### config.mk
export PLATFORM = sky130hd
export DESIGN_NAME = pgm_gfx_ddr_bridge
export DESIGN_NICKNAME = d
export VERILOG_FILES = /design/src/rtl/pgm_pkg.sv /design/src/rtl/pgm_gfx_line_ram.sv /design/src/rtl/pgm_gfx_ddr_bridge.sv
export SDC_FILE = /design/constraint.sdc
export NUM_CORES = 2
export LEC_CHECK = 0
export CORE_UTILIZATION = 35
export DETAILED_ROUTE_END_ITERATION = 10
export SLEW_MARGIN = 0
export SYNTH_ARGS = -nofsm -noshare
export SYNTH_HDL_FRONTEND = slang
export SYNTH_MEMORY_MAX_BITS = 65536
export SYNTH_SLANG_ARGS = --single-unit
### constraint.sdc
create_clock -name clk -period 10.1 [get_ports clk]
set_input_delay 3.03 -clock clk [delete_from_list [all_inputs] [get_ports clk]]
set_output_delay 3.03 -clock clk [all_outputs]
set_load 0.01 [all_outputs]
### src/rtl/pgm_pkg.sv
// pgm_pkg
//   Shared types and constants for the PGM graphics-ROM DDR bridge.
//   - gfx_state_e    : bridge controller states
//   - GFX_*          : default geometry (lines, beats per line) and the
//                      derived address-split widths
//   - GFX_BASE_WADDR : DDR word offset of the graphics ROM region
//   - tagWidth()     : tag width left over once offset and index are removed
package pgm_pkg;

  localparam int ADDR_W = 29;
  localparam int DATA_W = 64;

  localparam int GFX_LINES = 16;
  localparam int GFX_BURST = 4;
  localparam int GFX_OFF_W = $clog2(GFX_BURST);
  localparam int GFX_IDX_W = $clog2(GFX_LINES);
  localparam int GFX_TAG_W = ADDR_W - GFX_OFF_W - GFX_IDX_W;

  localparam logic [ADDR_W-1:0] GFX_BASE_WADDR = 29'h0600000;

  typedef enum logic [2:0] {
    IDLE,
    LOOKUP,
    ISSUE,
    FILL,
    RESPOND
  } gfx_state_e;

  function automatic int tagWidth(input int lines, input int burst);
    return ADDR_W - $clog2(lines) - $clog2(burst);
  endfunction

endpackage

### src/rtl/pgm_gfx_line_ram.sv
// pgm_gfx_line_ram
//   Simple dual-port 64-bit data store holding the cache lines, written
//   with a plain synchronous write and read through a registered read
//   port so that it maps onto block RAM.
//   Ports:
//     clk      - clock
//     we_i     - write enable
//     waddr_i  - write word address {line index, beat}
//     wdata_i  - write data
//     raddr_i  - read word address {line index, offset}
//     rdata_o  - read data, one cycle after raddr_i
module pgm_gfx_line_ram
  import pgm_pkg::*;
#(
  parameter int DEPTH = 64,
  parameter int AW    = 6
) (
  input  logic              clk,
  input  logic              we_i,
  input  logic [AW-1:0]     waddr_i,
  input  logic [DATA_W-1:0] wdata_i,
  input  logic [AW-1:0]     raddr_i,
  output logic [DATA_W-1:0] rdata_o
);

  logic [DATA_W-1:0] mem [DEPTH];

  always_ff @(posedge clk) begin
    if (we_i) begin
      mem[waddr_i] <= wdata_i;
    end
    rdata_o <= mem[raddr_i];
  end

endmodule

### src/rtl/pgm_gfx_ddr_bridge.sv
// pgm_gfx_ddr_bridge
//   Responder for the PGM video engine's graphics-ROM read port. Single
//   64-bit word reads are served from a direct-mapped line cache; misses
//   refill a whole line with one fixed-length burst on the DDR3 port.
//   Ports:
//     clk, reset        - clock, synchronous active-high reset
//     ddram_rd          - client read request (level, accepted on its rising edge)
//     ddram_addr        - client word address, ROM-relative
//     ddram_busy        - high whenever the bridge is not idle
//     ddram_dout        - read data, valid with ddram_dout_ready
//     ddram_dout_ready  - one-cycle data-valid pulse
//     flush             - invalidate every line
//     mem_rd, mem_addr, mem_burstcnt - DDR burst read command
//     mem_waitrequest   - DDR command stall
//     mem_dout, mem_dout_ready       - DDR returned beats
module pgm_gfx_ddr_bridge
  import pgm_pkg::*;
#(
  parameter int                LINES      = GFX_LINES,
  parameter int                BURST      = GFX_BURST,
  parameter logic [ADDR_W-1:0] BASE_WADDR = GFX_BASE_WADDR
) (
  input  logic              clk,
  input  logic              reset,
  input  logic              ddram_rd,
  input  logic [ADDR_W-1:0] ddram_addr,
  output logic              ddram_busy,
  output logic [DATA_W-1:0] ddram_dout,
  output logic              ddram_dout_ready,
  input  logic              flush,
  output logic              mem_rd,
  output logic [ADDR_W-1:0] mem_addr,
  output logic [7:0]        mem_burstcnt,
  input  logic              mem_waitrequest,
  input  logic [DATA_W-1:0] mem_dout,
  input  logic              mem_dout_ready
);

  localparam int OFF_W = $clog2(BURST);
  localparam int IDX_W = $clog2(LINES);
  localparam int TAG_W = tagWidth(LINES, BURST);

  gfx_state_e state_q, state_d;

  logic [ADDR_W-1:0] addr_q, addr_d;
  logic [OFF_W-1:0]  beat_q, beat_d;
  logic [DATA_W-1:0] bypass_q, bypass_d;
  logic              fromFill_q, fromFill_d;
  logic              flushPend_q, flushPend_d;
  logic              rdPrev_q;

  logic [LINES-1:0]  valid_q;
  logic [TAG_W-1:0]  tag_q [LINES];

  logic              flushAll;
  logic              lineDone;
  logic              ramWe;
  logic [DATA_W-1:0] ramRdata;

  logic [OFF_W-1:0]  off;
  logic [IDX_W-1:0]  idx;
  logic [TAG_W-1:0]  tag;

  assign off = addr_q[OFF_W-1:0];
  assign idx = addr_q[OFF_W +: IDX_W];
  assign tag = addr_q[ADDR_W-1 -: TAG_W];

  assign ddram_busy = (state_q != IDLE);

  pgm_gfx_line_ram #(
    .DEPTH (LINES * BURST),
    .AW    (IDX_W + OFF_W)
  ) u_lineRam (
    .clk     (clk),
    .we_i    (ramWe),
    .waddr_i ({idx, beat_q}),
    .wdata_i (mem_dout),
    .raddr_i ({idx, off}),
    .rdata_o (ramRdata)
  );

  always_ff @(posedge clk) begin
    if (reset) begin
      state_q     <= IDLE;
      addr_q      <= '0;
      beat_q      <= '0;
      bypass_q    <= '0;
      fromFill_q  <= 1'b0;
      flushPend_q <= 1'b0;
      rdPrev_q    <= 1'b0;
      valid_q     <= '0;
    end else begin
      state_q     <= state_d;
      addr_q      <= addr_d;
      beat_q      <= beat_d;
      bypass_q    <= bypass_d;
      fromFill_q  <= fromFill_d;
      flushPend_q <= flushPend_d;
      rdPrev_q    <= ddram_rd;
      if (flushAll) begin
        valid_q <= '0;
      end
      if (lineDone) begin
        valid_q[idx] <= 1'b1;
        tag_q[idx]   <= tag;
      end
    end
  end

  always_comb begin
    state_d          = state_q;
    addr_d           = addr_q;
    beat_d           = beat_q;
    bypass_d         = bypass_q;
    fromFill_d       = fromFill_q;
    flushPend_d      = flushPend_q;
    flushAll         = 1'b0;
    lineDone         = 1'b0;
    ramWe            = 1'b0;
    ddram_dout       = '0;
    ddram_dout_ready = 1'b0;
    mem_rd           = 1'b0;
    mem_addr         = '0;
    mem_burstcnt     = '0;

    case (state_q)
      IDLE: begin
        if (flush || flushPend_q) begin
          flushAll    = 1'b1;
          flushPend_d = 1'b0;
        end
        // Only a rising edge of the request level starts a transaction.
        if (ddram_rd && !rdPrev_q) begin
          addr_d  = ddram_addr;
          state_d = LOOKUP;
        end
      end
      LOOKUP: begin
        beat_d = '0;
        if (valid_q[idx] && (tag_q[idx] == tag)) begin
          fromFill_d = 1'b0;
          state_d    = RESPOND;
        end else begin
          state_d = ISSUE;
        end
      end
      ISSUE: begin
        mem_rd       = 1'b1;
        mem_addr     = BASE_WADDR + {addr_q[ADDR_W-1:OFF_W], {OFF_W{1'b0}}};
        mem_burstcnt = 8'(BURST);
        if (!mem_waitrequest) begin
          state_d = FILL;
        end
      end
      FILL: begin
        if (mem_dout_ready) begin
          ramWe  = 1'b1;
          beat_d = beat_q + OFF_W'(1);
          // The requested beat is kept aside: the RAM read port would
          // otherwise race the final write when off is the last beat.
          if (beat_q == off) begin
            bypass_d = mem_dout;
          end
          if (beat_q == OFF_W'(BURST - 1)) begin
            lineDone   = 1'b1;
            fromFill_d = 1'b1;
            state_d    = RESPOND;
          end
        end
      end
      RESPOND: begin
        ddram_dout_ready = 1'b1;
        ddram_dout       = fromFill_q ? bypass_q : ramRdata;
        state_d          = IDLE;
      end
      default: state_d = IDLE;
    endcase

    if (flush && (state_q != IDLE)) begin
      flushPend_d = 1'b1;
    end
  end

endmodule

==> metrics <==
largest net degree at the start of global routing between 100 and 150; global-route wire length before repair roughly 700,000 um; Worst Hold Class reg -> reg; CTS sink cnt approximately 4,600; First-pass DRT Iterations 5; share of power burned in registers between 50% and 60%; failing checks max-capacitance violations, max-slew violations; Yosys reg bits roughly 4,600; H-tree depth 5; endpoints failing hold 0; Slew Viols, Final 2; post-place setup slack 2790 ps; Final WS setup 2910 ps; worst r2r dst u_lineRam.rdata_o[26]; met1 Use GR around 28%; CP endpoint ddram_dout[7]; # DRC 0; CTS tree yes; max_cap viols 1; top cells by area, synth edfxtp_1, mux4_2, dfxtp_1; Vias/cell ~5.7; final core utilization between 40% and 50%; postcts setup bufs 0; crit-path max FO 36; R2R depth 7; Pwr Density between 200 and 250 mW/mm2; Worst Setup SP fromFill_q; clk_skew between 90 and 100 ps; Leakage 60.3 nW; initial antenna violation count 70; Final Setup Violations 0; Routed Antenna Nets 0; CP Class reg -> out; switching component of the power around 0.009 W; core area around 0.50 mm2; Post-Synth Adder-Cell Area 0.0142%; leading area contributor after synthesis edfxtp_1; area grow syn2layout 14.9%; Initial Utilization a little over a third; cts bufs inserted approximately 460; Synth async-reset ratio 0%; worst hold slack around 450 ps; GR Util met2 30.7%; Post-Syn Instances slightly below 8,000; met3 GRT Util 5.05%; library cells used by synthesis 63; DIE HEIGHT around 710 um; Die X 712 um; RR Startpoint addr_q[0]; Max Clk Rate approximately 0.14 GHz; top cell type's share of synthesized area 76.0%; Ys Warns 0; # IOs 203; reg-to-reg setup timing slack ~5200 ps; vias in the first global route ~85,000; Mapped Area 0.176 mm2; Skew-Pair Late Insertion Delay between 1000 and 1500 ps; Worst EP arrival between 4000 and 5000 ps; Req. time, crit path just over 7000 ps; Worst-Margin Slew about 1600 ps; post-synthesis sequential area ratio between 70% and 80%; sw frac 22.3%; Peak supply drop between 0.0002 and 0.00025 V; Detailed Route Iter0 Violations approximately 13,000; drt wl/cell 33.5 um; Rows 260; total die area approximately 0.5 mm2; commonest cells in the netlist edfxtp_1, mux4_2, mux2i_1; Vias just under 90,000; fillcell total ~43,000; dominant cell by count in the synthesized netlist edfxtp_1; CTS resizes 0; post-synthesis mux area share about 17%; slew margin rel. -5.92%; Clock Pin Slew Worst Setup and Hold Paths roughly 60 ps; critical path endpoint category primary output; min cycle time layout about 7200 ps; Critical Path Start Type flip-flop; Clock Power Share a little over two fifths; IO Port Bufs about 190; xor and xnor area share after synthesis 0.129%; GRT Total Usage ~20%; Avg Inst Size Synth 22.7 um2; global route hottest layer met2; Worst path slowest cell buf_4; status finished, violations left; compound-cell area share of the yosys netlist between 1.5 and 2%; Synth Area in Simple Gates approximately 1.5%; Final Wtd Congestion roughly 0.8; Final Total Pwr 0.0409 W; number of enable flip-flop cells after synthesis 4,464; CTS Root Cell clkbuf_16; fin crit share between 70% and 80%; Comb pwr share 5.9%; internal power between 0.03 and 0.04 W; gr ovfl total 0; Final HPWL DP just under 300,000 um; worst stage delay on the critical path between 900 and 1000 ps; Fin Setup TNS 0 ps; fraction of layout cells with a size suffix above 1 between 20 and 30%; top_reg_cell synth edfxtp_1; CTS max path bufs 4; Cell Chain, Critical Path buf_4 -> mux2i_1 -> nor2_1 -> clkdlybuf4s50_1; nets@finish about 8,400; CTS Hold Bufs 0; RSZ-0062 raised after global routing no; Final Routed Wirelength approximately 510,000 um; largest family of logic cells by synthesized area multiplexers
[flip-flops by register name, indices dropped and copies added (netlist names), 2 cells and up, named ones only]
name,count
valid_q,16
state_q,3
beat_q,2
u_lineRam.mem,4096
tag_q,368
u_lineRam.rdata_o,64
bypass_q,64
addr_q,29
[cells in the final DEF, fill, tap and decap left out, types with 97 or more instances in the layout]
master           count
buf_4              264
a22oi_1            148
dfxtp_1            174
clkbuf_1           100
mux4_2            1214
nand2_1            252
a21oi_1            156
edfxtp_1          4464
mux2i_1            264
clkdlybuf4s50_1    128
clkinv_1            97
clkbuf_16          463
nor2_1             128
[critical path, delay by kind of cell (launching register included)]
| family | cells | cell delay (ps) |
|---|---|---|
| flip-flops | 1 | 730 |
| buffers and inverters | 2 | 1620 |
| AND/OR/NAND/NOR | 1 | 570 |
| multiplexers | 1 | 180 |
[power groups by stage]
stage | clock network, W | logic, W | registers, W
2_1_floorplan | 0 | 0.00126 | 0.0216
3_3_place_gp | 0 | 0.00238 | 0.0217
3_5_place_dp | 0 | 0.00241 | 0.0217
4_1_cts | 0.0175 | 0.00241 | 0.0213
5_1_grt | 0.0182 | 0.00250 | 0.0213
6_report | 0.0172 | 0.00241 | 0.0213
[cell families (layout without fill, tap and decap cells)]
group	after synthesis	in the layout
other cells	1	28
compound gates	523	523
fa+ha+maj	2	2
xor+xnor	26	26
flops	4649	4649
simple gates	603	603
buf+inv	458	1344
mux	1497	1497
[through the flow]
stage          instance area, um2  cells
5_1_grt                    203000  15300
4_1_cts                    203000  15300
2_1_floorplan              176000   7767
6_report                   203000  15400
3_3_place_gp               187000  14500
3_5_place_dp               187000  14500
[area by class of cell]
| cell class | count | area (um2) | area share, % |
|---|---|---|---|
| flip-flops and latches | 4649 | 138000 | 68.0 |
| diodes | 19 | 47.5 | 0.0235 |
| clock inverters | 289 | 3100 | 1.53 |
| inverters | 14 | 52.6 | 0.0259 |
| clock buffers | 577 | 12200 | 5.99 |
| repair buffers | 464 | 4040 | 1.99 |
| well taps | 6681 | 8360 | 4.12 |
| multi-input cells | 2660 | 37200 | 18.4 |
[worst min path at each step]
stage | startpoint | end | depth (start not counted)
final | bypass_q[14] | bypass_q[14] | 2
after global placement | valid_q[5] | valid_q[5] | 1
after detailed placement | valid_q[0] | valid_q[0] | 1
after global routing | bypass_q[61] | bypass_q[61] | 2
after floorplan | valid_q[10] | valid_q[10] | 1
after CTS | valid_q[2] | valid_q[2] | 1
[layer usage]
metal  wire (um)  vias up
met5         102        -
met4       12100       16
met3       59200      650
met2      238000     5179
met1      205000    47500
li1            -    33800
Note: power is estimated with default switching activity, not from simulation.
